$ cat src/rtl/ts_column_ctrl_if.sv
// Host-side request/response channel of the ts_column controller.
// The scheduler drives the master side, the controller owns the slave side.
interface ts_column_ctrl_if #(
  parameter int numRows    = 128,
  parameter int numCols    = 1,
  parameter int numAdcBits = 4
);
  logic                          req_valid;
  logic                          req_ready;
  logic [1:0]                    req_op;
  logic [6:0]                    req_addr;
  logic [numCols-1:0]            req_wdata;
  logic [numRows-1:0]            req_ifmap;
  logic                          rsp_valid;
  logic                          rsp_ready;
  logic [numAdcBits*numCols-1:0] rsp_data;
  logic                          rsp_err;

  modport master (
    output req_valid, req_op, req_addr, req_wdata, req_ifmap, rsp_ready,
    input  req_ready, rsp_valid, rsp_data, rsp_err
  );

  modport slave (
    input  req_valid, req_op, req_addr, req_wdata, req_ifmap, rsp_ready,
    output req_ready, rsp_valid, rsp_data, rsp_err
  );
endinterface

$ cat src/rtl/ts_column_ctrl.sv
// ts_column_ctrl: turns write/read/MAC requests into timed control phases for
// one ts_column macro and returns the captured sense-amp or ADC result.
// All outputs are registers loaded from the decode of the next state, so the
// cycle after a transition already shows the new phase's controls.
module ts_column_ctrl #(
  parameter int  numCols       = 1,
  parameter int  PCH_CYCLES    = 2,
  parameter int  SA_CYCLES     = 1,
  parameter int  RST_CYCLES    = 2,
  parameter int  SETTLE_CYCLES = 4,
  parameter int  CONV_CYCLES   = 1,
  localparam int numRows       = 128,
  localparam int numAdcBits    = 4
) (
  input  logic                          CLK,
  input  logic                          RST,
  ts_column_ctrl_if.slave               host,
  output logic [numRows-1:0]            VDR_SEL,
  output logic [numRows-1:0]            VDR_SELB,
  output logic [numRows-1:0]            VSS_SEL,
  output logic [numRows-1:0]            VSS_SELB,
  output logic [numRows-1:0]            VRST_SEL,
  output logic [numRows-1:0]            VRST_SELB,
  output logic [numRows-1:0]            WL,
  output logic [numCols-1:0]            PCH,
  output logic [numCols-1:0]            WRITE,
  output logic [numCols-1:0]            CSEL,
  output logic [numCols-1:0]            SAEN,
  output logic [numCols-1:0]            WR_DATA,
  input  logic [numCols-1:0]            SA_OUT,
  output logic [numCols-1:0]            NF,
  output logic [numCols-1:0]            NFB,
  output logic [numCols-1:0]            M2A,
  output logic [numCols-1:0]            M2AB,
  output logic [numCols-1:0]            R2A,
  output logic [numCols-1:0]            R2AB,
  input  logic [numAdcBits*numCols-1:0] ADC_OUT
);

  function automatic int max2(input int a, input int b);
    return (a > b) ? a : b;
  endfunction

  localparam int RSP_W   = numAdcBits * numCols;
  localparam int MAX_LEN = max2(max2(max2(PCH_CYCLES, SA_CYCLES),
                                     max2(RST_CYCLES, SETTLE_CYCLES)), CONV_CYCLES);
  localparam int CNT_W   = $clog2(MAX_LEN) + 1;

  localparam logic [CNT_W-1:0] CNT_ZERO    = {CNT_W{1'b0}};
  localparam logic [CNT_W-1:0] CNT_ONE     = {{(CNT_W-1){1'b0}}, 1'b1};
  localparam logic [CNT_W-1:0] PCH_LOAD    = CNT_W'(PCH_CYCLES - 1);
  localparam logic [CNT_W-1:0] SA_LOAD     = CNT_W'(SA_CYCLES - 1);
  localparam logic [CNT_W-1:0] RST_LOAD    = CNT_W'(RST_CYCLES - 1);
  localparam logic [CNT_W-1:0] SETTLE_LOAD = CNT_W'(SETTLE_CYCLES - 1);
  localparam logic [CNT_W-1:0] CONV_LOAD   = CNT_W'(CONV_CYCLES - 1);

  localparam logic [1:0] OP_WRITE = 2'b00;
  localparam logic [1:0] OP_READ  = 2'b01;
  localparam logic [1:0] OP_MAC   = 2'b10;

  typedef enum logic [2:0] {
    IDLE  = 3'd0, PRE  = 3'd1, WR   = 3'd2, SENSE = 3'd3,
    MRST  = 3'd4, MSET = 3'd5, CONV = 3'd6, RESP  = 3'd7
  } state_t;

  state_t               state_r, state_nxt_s;
  logic [CNT_W-1:0]     cnt_r, cnt_nxt_s;
  logic [1:0]           op_r, op_nxt_s;
  logic [6:0]           addr_r, addr_nxt_s;
  logic [numCols-1:0]   wdata_r, wdata_nxt_s;
  logic [numRows-1:0]   ifmap_r, ifmap_nxt_s;
  logic [RSP_W-1:0]     rsp_data_r, rsp_data_nxt_s;
  logic                 rsp_err_r, rsp_err_nxt_s;
  logic                 rsp_valid_r, req_ready_r;
  logic                 accept_s;

  logic [numRows-1:0]   vdr_sel_s, vss_sel_s, vrst_sel_s, wl_s;
  logic [numCols-1:0]   pch_s, write_s, csel_s, saen_s, wr_data_s, nf_s, m2a_s, r2a_s;
  logic [numRows-1:0]   vdr_sel_r, vdr_selb_r, vss_sel_r, vss_selb_r, vrst_sel_r, vrst_selb_r, wl_r;
  logic [numCols-1:0]   pch_r, write_r, csel_r, saen_r, wr_data_r;
  logic [numCols-1:0]   nf_r, nfb_r, m2a_r, m2ab_r, r2a_r, r2ab_r;

  assign accept_s = host.req_valid & req_ready_r;

  // Next-state, phase counter, operand capture and response data selection.
  always_comb begin
    state_nxt_s    = state_r;
    cnt_nxt_s      = cnt_r;
    op_nxt_s       = op_r;
    addr_nxt_s     = addr_r;
    wdata_nxt_s    = wdata_r;
    ifmap_nxt_s    = ifmap_r;
    rsp_data_nxt_s = rsp_data_r;
    rsp_err_nxt_s  = rsp_err_r;
    case (state_r)
      IDLE: begin
        if (accept_s) begin
          op_nxt_s    = host.req_op;
          addr_nxt_s  = host.req_addr;
          wdata_nxt_s = host.req_wdata;
          ifmap_nxt_s = host.req_ifmap;
          case (host.req_op)
            OP_WRITE, OP_READ: begin
              state_nxt_s = PRE;
              cnt_nxt_s   = PCH_LOAD;
            end
            OP_MAC: begin
              state_nxt_s = MRST;
              cnt_nxt_s   = RST_LOAD;
            end
            default: begin
              state_nxt_s    = RESP;
              cnt_nxt_s      = CNT_ZERO;
              rsp_data_nxt_s = {RSP_W{1'b0}};
              rsp_err_nxt_s  = 1'b1;
            end
          endcase
        end else begin
          state_nxt_s = IDLE;
        end
      end
      PRE: begin
        if (cnt_r == CNT_ZERO) begin
          if (op_r == OP_WRITE) begin
            state_nxt_s = WR;
            cnt_nxt_s   = CNT_ZERO;
          end else begin
            state_nxt_s = SENSE;
            cnt_nxt_s   = SA_LOAD;
          end
        end else begin
          cnt_nxt_s = cnt_r - CNT_ONE;
        end
      end
      WR: begin
        state_nxt_s    = RESP;
        rsp_data_nxt_s = {RSP_W{1'b0}};
        rsp_err_nxt_s  = 1'b0;
      end
      SENSE: begin
        if (cnt_r == CNT_ZERO) begin
          state_nxt_s    = RESP;
          rsp_data_nxt_s = {{(RSP_W-numCols){1'b0}}, SA_OUT};
          rsp_err_nxt_s  = 1'b0;
        end else begin
          cnt_nxt_s = cnt_r - CNT_ONE;
        end
      end
      MRST: begin
        if (cnt_r == CNT_ZERO) begin
          state_nxt_s = MSET;
          cnt_nxt_s   = SETTLE_LOAD;
        end else begin
          cnt_nxt_s = cnt_r - CNT_ONE;
        end
      end
      MSET: begin
        if (cnt_r == CNT_ZERO) begin
          state_nxt_s = CONV;
          cnt_nxt_s   = CONV_LOAD;
        end else begin
          cnt_nxt_s = cnt_r - CNT_ONE;
        end
      end
      CONV: begin
        if (cnt_r == CNT_ZERO) begin
          state_nxt_s    = RESP;
          rsp_data_nxt_s = ADC_OUT;
          rsp_err_nxt_s  = 1'b0;
        end else begin
          cnt_nxt_s = cnt_r - CNT_ONE;
        end
      end
      RESP: begin
        if (host.rsp_ready) begin
          state_nxt_s    = IDLE;
          rsp_data_nxt_s = {RSP_W{1'b0}};
          rsp_err_nxt_s  = 1'b0;
        end else begin
          state_nxt_s = RESP;
        end
      end
      default: begin
        state_nxt_s = IDLE;
        cnt_nxt_s   = CNT_ZERO;
      end
    endcase
  end

  // Control values for the phase being entered; anything outside its phase stays idle.
  always_comb begin
    vdr_sel_s  = {numRows{1'b0}};
    vss_sel_s  = {numRows{1'b0}};
    vrst_sel_s = {numRows{1'b0}};
    wl_s       = {numRows{1'b0}};
    pch_s      = {numCols{1'b0}};
    write_s    = {numCols{1'b0}};
    csel_s     = {numCols{1'b0}};
    saen_s     = {numCols{1'b0}};
    wr_data_s  = {numCols{1'b0}};
    nf_s       = {numCols{1'b0}};
    m2a_s      = {numCols{1'b0}};
    r2a_s      = {numCols{1'b0}};
    case (state_nxt_s)
      PRE: pch_s = {numCols{1'b1}};
      WR: begin
        pch_s            = {numCols{1'b1}};
        write_s          = {numCols{1'b1}};
        csel_s           = {numCols{1'b1}};
        wl_s[addr_nxt_s] = 1'b1;
        wr_data_s        = wdata_nxt_s;
      end
      SENSE: begin
        pch_s            = {numCols{1'b1}};
        saen_s           = {numCols{1'b1}};
        csel_s           = {numCols{1'b1}};
        wl_s[addr_nxt_s] = 1'b1;
      end
      MRST: begin
        vrst_sel_s = {numRows{1'b1}};
        r2a_s      = {numCols{1'b1}};
      end
      MSET: begin
        vdr_sel_s = ifmap_nxt_s;
        vss_sel_s = ~ifmap_nxt_s;
        m2a_s     = {numCols{1'b1}};
      end
      CONV: begin
        vdr_sel_s = ifmap_nxt_s;
        vss_sel_s = ~ifmap_nxt_s;
        nf_s      = {numCols{1'b1}};
      end
      default: begin
        pch_s = {numCols{1'b0}};
      end
    endcase
  end

  // State, operand, response and control registers; RST forces the idle pattern.
  always_ff @(posedge CLK) begin
    if (RST) begin
      state_r     <= IDLE;
      cnt_r       <= CNT_ZERO;
      op_r        <= 2'b00;
      addr_r      <= 7'd0;
      wdata_r     <= {numCols{1'b0}};
      ifmap_r     <= {numRows{1'b0}};
      rsp_data_r  <= {RSP_W{1'b0}};
      rsp_err_r   <= 1'b0;
      rsp_valid_r <= 1'b0;
      req_ready_r <= 1'b1;
      vdr_sel_r   <= {numRows{1'b0}};
      vdr_selb_r  <= {numRows{1'b1}};
      vss_sel_r   <= {numRows{1'b0}};
      vss_selb_r  <= {numRows{1'b1}};
      vrst_sel_r  <= {numRows{1'b0}};
      vrst_selb_r <= {numRows{1'b1}};
      wl_r        <= {numRows{1'b0}};
      pch_r       <= {numCols{1'b0}};
      write_r     <= {numCols{1'b0}};
      csel_r      <= {numCols{1'b0}};
      saen_r      <= {numCols{1'b0}};
      wr_data_r   <= {numCols{1'b0}};
      nf_r        <= {numCols{1'b0}};
      nfb_r       <= {numCols{1'b1}};
      m2a_r       <= {numCols{1'b0}};
      m2ab_r      <= {numCols{1'b1}};
      r2a_r       <= {numCols{1'b0}};
      r2ab_r      <= {numCols{1'b1}};
    end else begin
      state_r     <= state_nxt_s;
      cnt_r       <= cnt_nxt_s;
      op_r        <= op_nxt_s;
      addr_r      <= addr_nxt_s;
      wdata_r     <= wdata_nxt_s;
      ifmap_r     <= ifmap_nxt_s;
      rsp_data_r  <= rsp_data_nxt_s;
      rsp_err_r   <= rsp_err_nxt_s;
      rsp_valid_r <= (state_nxt_s == RESP);
      req_ready_r <= (state_nxt_s == IDLE);
      vdr_sel_r   <= vdr_sel_s;
      vdr_selb_r  <= ~vdr_sel_s;
      vss_sel_r   <= vss_sel_s;
      vss_selb_r  <= ~vss_sel_s;
      vrst_sel_r  <= vrst_sel_s;
      vrst_selb_r <= ~vrst_sel_s;
      wl_r        <= wl_s;
      pch_r       <= pch_s;
      write_r     <= write_s;
      csel_r      <= csel_s;
      saen_r      <= saen_s;
      wr_data_r   <= wr_data_s;
      nf_r        <= nf_s;
      nfb_r       <= ~nf_s;
      m2a_r       <= m2a_s;
      m2ab_r      <= ~m2a_s;
      r2a_r       <= r2a_s;
      r2ab_r      <= ~r2a_s;
    end
  end

  assign host.req_ready = req_ready_r;
  assign host.rsp_valid = rsp_valid_r;
  assign host.rsp_data  = rsp_data_r;
  assign host.rsp_err   = rsp_err_r;
  assign VDR_SEL   = vdr_sel_r;
  assign VDR_SELB  = vdr_selb_r;
  assign VSS_SEL   = vss_sel_r;
  assign VSS_SELB  = vss_selb_r;
  assign VRST_SEL  = vrst_sel_r;
  assign VRST_SELB = vrst_selb_r;
  assign WL        = wl_r;
  assign PCH       = pch_r;
  assign WRITE     = write_r;
  assign CSEL      = csel_r;
  assign SAEN      = saen_r;
  assign WR_DATA   = wr_data_r;
  assign NF        = nf_r;
  assign NFB       = nfb_r;
  assign M2A       = m2a_r;
  assign M2AB      = m2ab_r;
  assign R2A       = r2a_r;
  assign R2AB      = r2ab_r;

endmodule

$ cat src/flat_wrapper.sv
// flat-port wrapper written by rule: the top's interface ports become plain ports
module ts_column_ctrl_flat 
#(
  parameter int  numCols       = 1,
  parameter int  PCH_CYCLES    = 2,
  parameter int  SA_CYCLES     = 1,
  parameter int  RST_CYCLES    = 2,
  parameter int  SETTLE_CYCLES = 4,
  parameter int  CONV_CYCLES   = 1,
  localparam int numRows       = 128,
  localparam int numAdcBits    = 4
)
  (CLK, RST, VDR_SEL, VDR_SELB, VSS_SEL, VSS_SELB, VRST_SEL, VRST_SELB, WL, PCH, WRITE, CSEL, SAEN, WR_DATA, SA_OUT, NF, NFB, M2A, M2AB, R2A, R2AB, ADC_OUT, host_req_valid, host_req_op, host_req_addr, host_req_wdata, host_req_ifmap, host_rsp_ready, host_req_ready, host_rsp_valid, host_rsp_data, host_rsp_err);
  ts_column_ctrl_if #(.numRows(128), .numCols(numCols), .numAdcBits(4)) host_i ();
  input  logic CLK;
  input  logic RST;
  output logic [numRows-1:0] VDR_SEL;
  output logic [numRows-1:0] VDR_SELB;
  output logic [numRows-1:0] VSS_SEL;
  output logic [numRows-1:0] VSS_SELB;
  output logic [numRows-1:0] VRST_SEL;
  output logic [numRows-1:0] VRST_SELB;
  output logic [numRows-1:0] WL;
  output logic [numCols-1:0] PCH;
  output logic [numCols-1:0] WRITE;
  output logic [numCols-1:0] CSEL;
  output logic [numCols-1:0] SAEN;
  output logic [numCols-1:0] WR_DATA;
  input  logic [numCols-1:0] SA_OUT;
  output logic [numCols-1:0] NF;
  output logic [numCols-1:0] NFB;
  output logic [numCols-1:0] M2A;
  output logic [numCols-1:0] M2AB;
  output logic [numCols-1:0] R2A;
  output logic [numCols-1:0] R2AB;
  input  logic [numAdcBits*numCols-1:0] ADC_OUT;
  input wire logic [$bits(host_i.req_valid)-1:0] host_req_valid;
  input wire logic [$bits(host_i.req_op)-1:0] host_req_op;
  input wire logic [$bits(host_i.req_addr)-1:0] host_req_addr;
  input wire logic [$bits(host_i.req_wdata)-1:0] host_req_wdata;
  input wire logic [$bits(host_i.req_ifmap)-1:0] host_req_ifmap;
  input wire logic [$bits(host_i.rsp_ready)-1:0] host_rsp_ready;
  output wire logic [$bits(host_i.req_ready)-1:0] host_req_ready;
  output wire logic [$bits(host_i.rsp_valid)-1:0] host_rsp_valid;
  output wire logic [$bits(host_i.rsp_data)-1:0] host_rsp_data;
  output wire logic [$bits(host_i.rsp_err)-1:0] host_rsp_err;
  assign host_i.req_valid = host_req_valid;
  assign host_i.req_op = host_req_op;
  assign host_i.req_addr = host_req_addr;
  assign host_i.req_wdata = host_req_wdata;
  assign host_i.req_ifmap = host_req_ifmap;
  assign host_i.rsp_ready = host_rsp_ready;
  assign host_req_ready = host_i.req_ready;
  assign host_rsp_valid = host_i.rsp_valid;
  assign host_rsp_data = host_i.rsp_data;
  assign host_rsp_err = host_i.rsp_err;
  ts_column_ctrl #(.numCols(numCols), .PCH_CYCLES(PCH_CYCLES), .SA_CYCLES(SA_CYCLES), .RST_CYCLES(RST_CYCLES), .SETTLE_CYCLES(SETTLE_CYCLES), .CONV_CYCLES(CONV_CYCLES)) u_core (.CLK(CLK), .RST(RST), .host(host_i), .VDR_SEL(VDR_SEL), .VDR_SELB(VDR_SELB), .VSS_SEL(VSS_SEL), .VSS_SELB(VSS_SELB), .VRST_SEL(VRST_SEL), .VRST_SELB(VRST_SELB), .WL(WL), .PCH(PCH), .WRITE(WRITE), .CSEL(CSEL), .SAEN(SAEN), .WR_DATA(WR_DATA), .SA_OUT(SA_OUT), .NF(NF), .NFB(NFB), .M2A(M2A), .M2AB(M2AB), .R2A(R2A), .R2AB(R2AB), .ADC_OUT(ADC_OUT));
endmodule
$ cat config.mk
export PLATFORM = sky130hd
export DESIGN_NAME = ts_column_ctrl_flat
export DESIGN_NICKNAME = d
export VERILOG_FILES = /design/src/rtl/ts_column_ctrl_if.sv /design/src/rtl/ts_column_ctrl.sv /design/src/flat_wrapper.sv
export SDC_FILE = /design/constraint.sdc
export NUM_CORES = 1
export LEC_CHECK = 0
export ABC_AREA = 1
export CAP_MARGIN = 20
export CORE_AREA = 4 4 410 412
export CTS_CLUSTER_DIAMETER = 50
export DETAILED_ROUTE_END_ITERATION = 16
export DIE_AREA = 0 0 414 416
export DONT_BUFFER_PORTS = 1
export GPL_TIMING_DRIVEN = 0
export PLACE_DENSITY = 0.3
export SYNTH_ARGS = -nofsm -noshare
export SYNTH_HDL_FRONTEND = slang
export SYNTH_SLANG_ARGS = --single-unit
$ cat constraint.sdc
create_clock -name CLK -period 3.6 [get_ports CLK]
set_input_delay 0.72 -clock CLK [delete_from_list [all_inputs] [get_ports CLK]]
set_output_delay 0.72 -clock CLK [all_outputs]
set_load 0.02 [all_outputs]
==> flow_summary.ini <==
[yosys]
netlist_area_sq_mm = 0.02537
synth_edf_count = 0
synthArstFlopShare = 0
ys_seq_elements = 802
synth_cell_types = 30
synthCells = 2573
ys_top_cells_by_count = 802 x dfxtp_1, 514 x nor2_1, 268 x buf_4
synthTopCellsByArea = dfxtp_1 63%, buf_4 7.9%, nor2_1 7.6%, nand4_1 3.3%, or2_2 3.2%
synthFlopType = dfxtp_1
ys_warn_count = 0
synth_nets = 2722
yosys.cell_count.top_type = dfxtp_1
yosysTopAreaCellShare = 0.6329
ys_seq_area_frac = 0.6329
synth_top_area_cell = dfxtp_1
syn_area_per_cell_sq_um = 9.860

[placed_design]
dpl-instance-area_sq_mm = 0.02822
dp_cells = 4770
port-buffer-count = 0
gp_congestion = 0.8096
dp.final_hpwl_microns = 100200

[sta]
relSlewSlack = 0.3550
rsz0062_at_grt = no
period_needed_ns = 3.320
slew_viol_final = 0
hold_viol = 0
timing.fmax_mhz = 301.2
fin_setup_tns_ns = 0
finalCritPeriodShare = 0.9223
finalSetupViolations = 0
worstMarginPinSlew_ns = 0.9675
fin_worst_skew_ns = 0.02544

[clock_network]
clk_pin_slew_ns = 0.05
cts_buffer_depth = 3
root_buffer = clkbuf_16
h-tree-depth = 3
cts.sinks = 802
holdBufCountCts = 0
cts_tree = done
clock_latency_ns = 0.73
cts_buffers = 116
cts_setup_buffers = 0

[route]
drt_first_iter_violations = 937
finalWirelength_microns = 126600
dr_total_vias = 17176
dr.pass1.iters = 5
postRouteAntennaNets = 0
routedWlPerCell_microns = 25.33
viasPerCell = 3.437
drc = 0

[die]
rows = 149
die_h_microns = 416
initial_core_util = 0.1543
fp.coreArea_sq_mm = 0.1644
die_x_microns = 414
ios = 1061
dieArea_sq_mm = 0.1722

[worst_setup_path]
arrival_ns = 3.83
start_kind = flip-flop
startpoint = u_core.host.req_ready
critPathCaptureType = flip-flop
crit_type = reg2reg
crit_fanout = 10
reg2reg_from = u_core.host.req_ready
cp.required_ns = 4.11

[grt]
grt_usage = 0.1404
grt_first_pass_wirelength_microns = 165900
grt_antenna_before_repair = 28
grt_max_degree = 110
grt.overflow.total = 0
grt_pass1_vias = 17404

[status]
outcome = finished clean

[min_path]
min_from = host_req_op[0]
hold_class = in2reg

[job]
cap_violations = 0

[layout]
final_cell_count_no_fill = 4997
area_growth_pct = 27.58
layout.nets = 2848
num-fill-cells = 18215
stdcell_area_sq_mm = 0.03237
drive_above_1_share = 0.2908

[power]
worst_ir_drop_vdd_uv = 746.7
p_leak_nw = 13.58
power_density_mw_per_mm2 = 1297
p_total_mw = 41.97
-- placed cells by master (no fill, tap or decap), drive strengths merged --
cell,instances
a21oi,7
nand2,189
nand3,39
clkbuf,189
nor3,2
bufinv,10
o21ai,144
diode,12
o211ai,1
nand4,132
ha,2
clkinv,19
or2,130
nor2,557
mux2i,1
inv,202
clkinvlp,7
dfxtp,802
buf,363
-- critical path, stage by stage, from the launching register on --
cell and delay (ns):
dfxtp_1 0.61, nand2_1 0.26, nor2_8 0.29, nand3_1 0.20
nand3_2 0.18, inv_1 0.05, nand3_1 0.36, buf_4 0.41
buf_2 0.44, nand4_1 0.29
-- worst paths after layout --
path / to / slack [ns] / depth (start not counted)
worst max register to register: u_core.VSS_SELB[87] / 0.28 / 9
worst max-delay path: u_core.VSS_SELB[87] / 0.28 / 9
worst min register to register: u_core.op_r[1] / 0.46 / 2
worst min-delay path: u_core.op_r[0] / 0.15 / 2
-- registers in the layout (all words and copies together), names as in the netlist, 2 cells and up --
signal	count
u_core.VDR_SEL	128
u_core.VDR_SELB	128
u_core.VSS_SEL	128
u_core.VSS_SELB	128
u_core.WL	128
u_core.addr_r	7
u_core.cnt_r	3
u_core.host.rsp_data	4
u_core.ifmap_r	128
u_core.op_r	2
u_core.state_r	3
-- cell type report --
cell class | count | area [sq um] | share of cell area
flip-flops and latches | 802 | 16060 | 0.4963
clock buffers | 148 | 3257 | 0.1006
clock inverters | 67 | 857.1 | 0.02648
plain buffers | 396 | 2786 | 0.08609
well taps | 2189 | 2739 | 0.08462
multi-input cells | 1204 | 5892 | 0.1820
diodes | 12 | 30.03 | 0.0009278
repair buffers | 8 | 100.1 | 0.003093
inverters | 171 | 641.9 | 0.01983
-- cells by family (layout without fill, tap and decap cells) --
group / Yosys count / after routing / share of synthesized area
and+or+nand+nor: 1049 / 1049 / 0.1989
DFF: 802 / 802 / 0.6329
buffers and inverters: 567 / 790 / 0.1349
AOI/OAI and AO/OA: 152 / 152 / 0.03201
adders and majority gates: 2 / 2 / 0.0009862
muxes: 1 / 1 / 0.0003946
other: 0 / 12 / 0
-- power by group --
group / internal, mW / switching [mW] / total, mW
Sequential: 11.2 / 3.76 / 15.0
Combinational: 4.37 / 10.7 / 15.1
Clock: 7.25 / 4.68 / 11.9
-- per-stage QoR --
stage | hold WS [ns] | worst slack (ns) | util
after global placement | 0.4541 | -0.4450 | 0.1710
after floorplan | 0.4401 | 1.098 | -
final | 0.1503 | 0.2796 | 0.1968
after detailed placement | 0.4565 | -0.1099 | 0.1716
after global routing | 0.09476 | 0.06007 | 0.1967
after CTS | 0.03905 | 0.05916 | 0.1967
-- per-layer routing --
metal	global-route usage	wire length [microns]	vias up
met5	0	58	-
met4	0.03936	2929	8
met3	0.05884	11190	151
met2	0.2507	64570	701
met1	0.1515	47830	8219
li1	-	-	8097
-- timing repair --
| item | in CTS | in global routing |
|---|---|---|
| gates resized for setup | 2 | 0 |
| setup endpoints to repair | 6 | 0 |
| endpoints found under the hold margin | 0 | 0 |
Power figures use the tool's default switching activity.
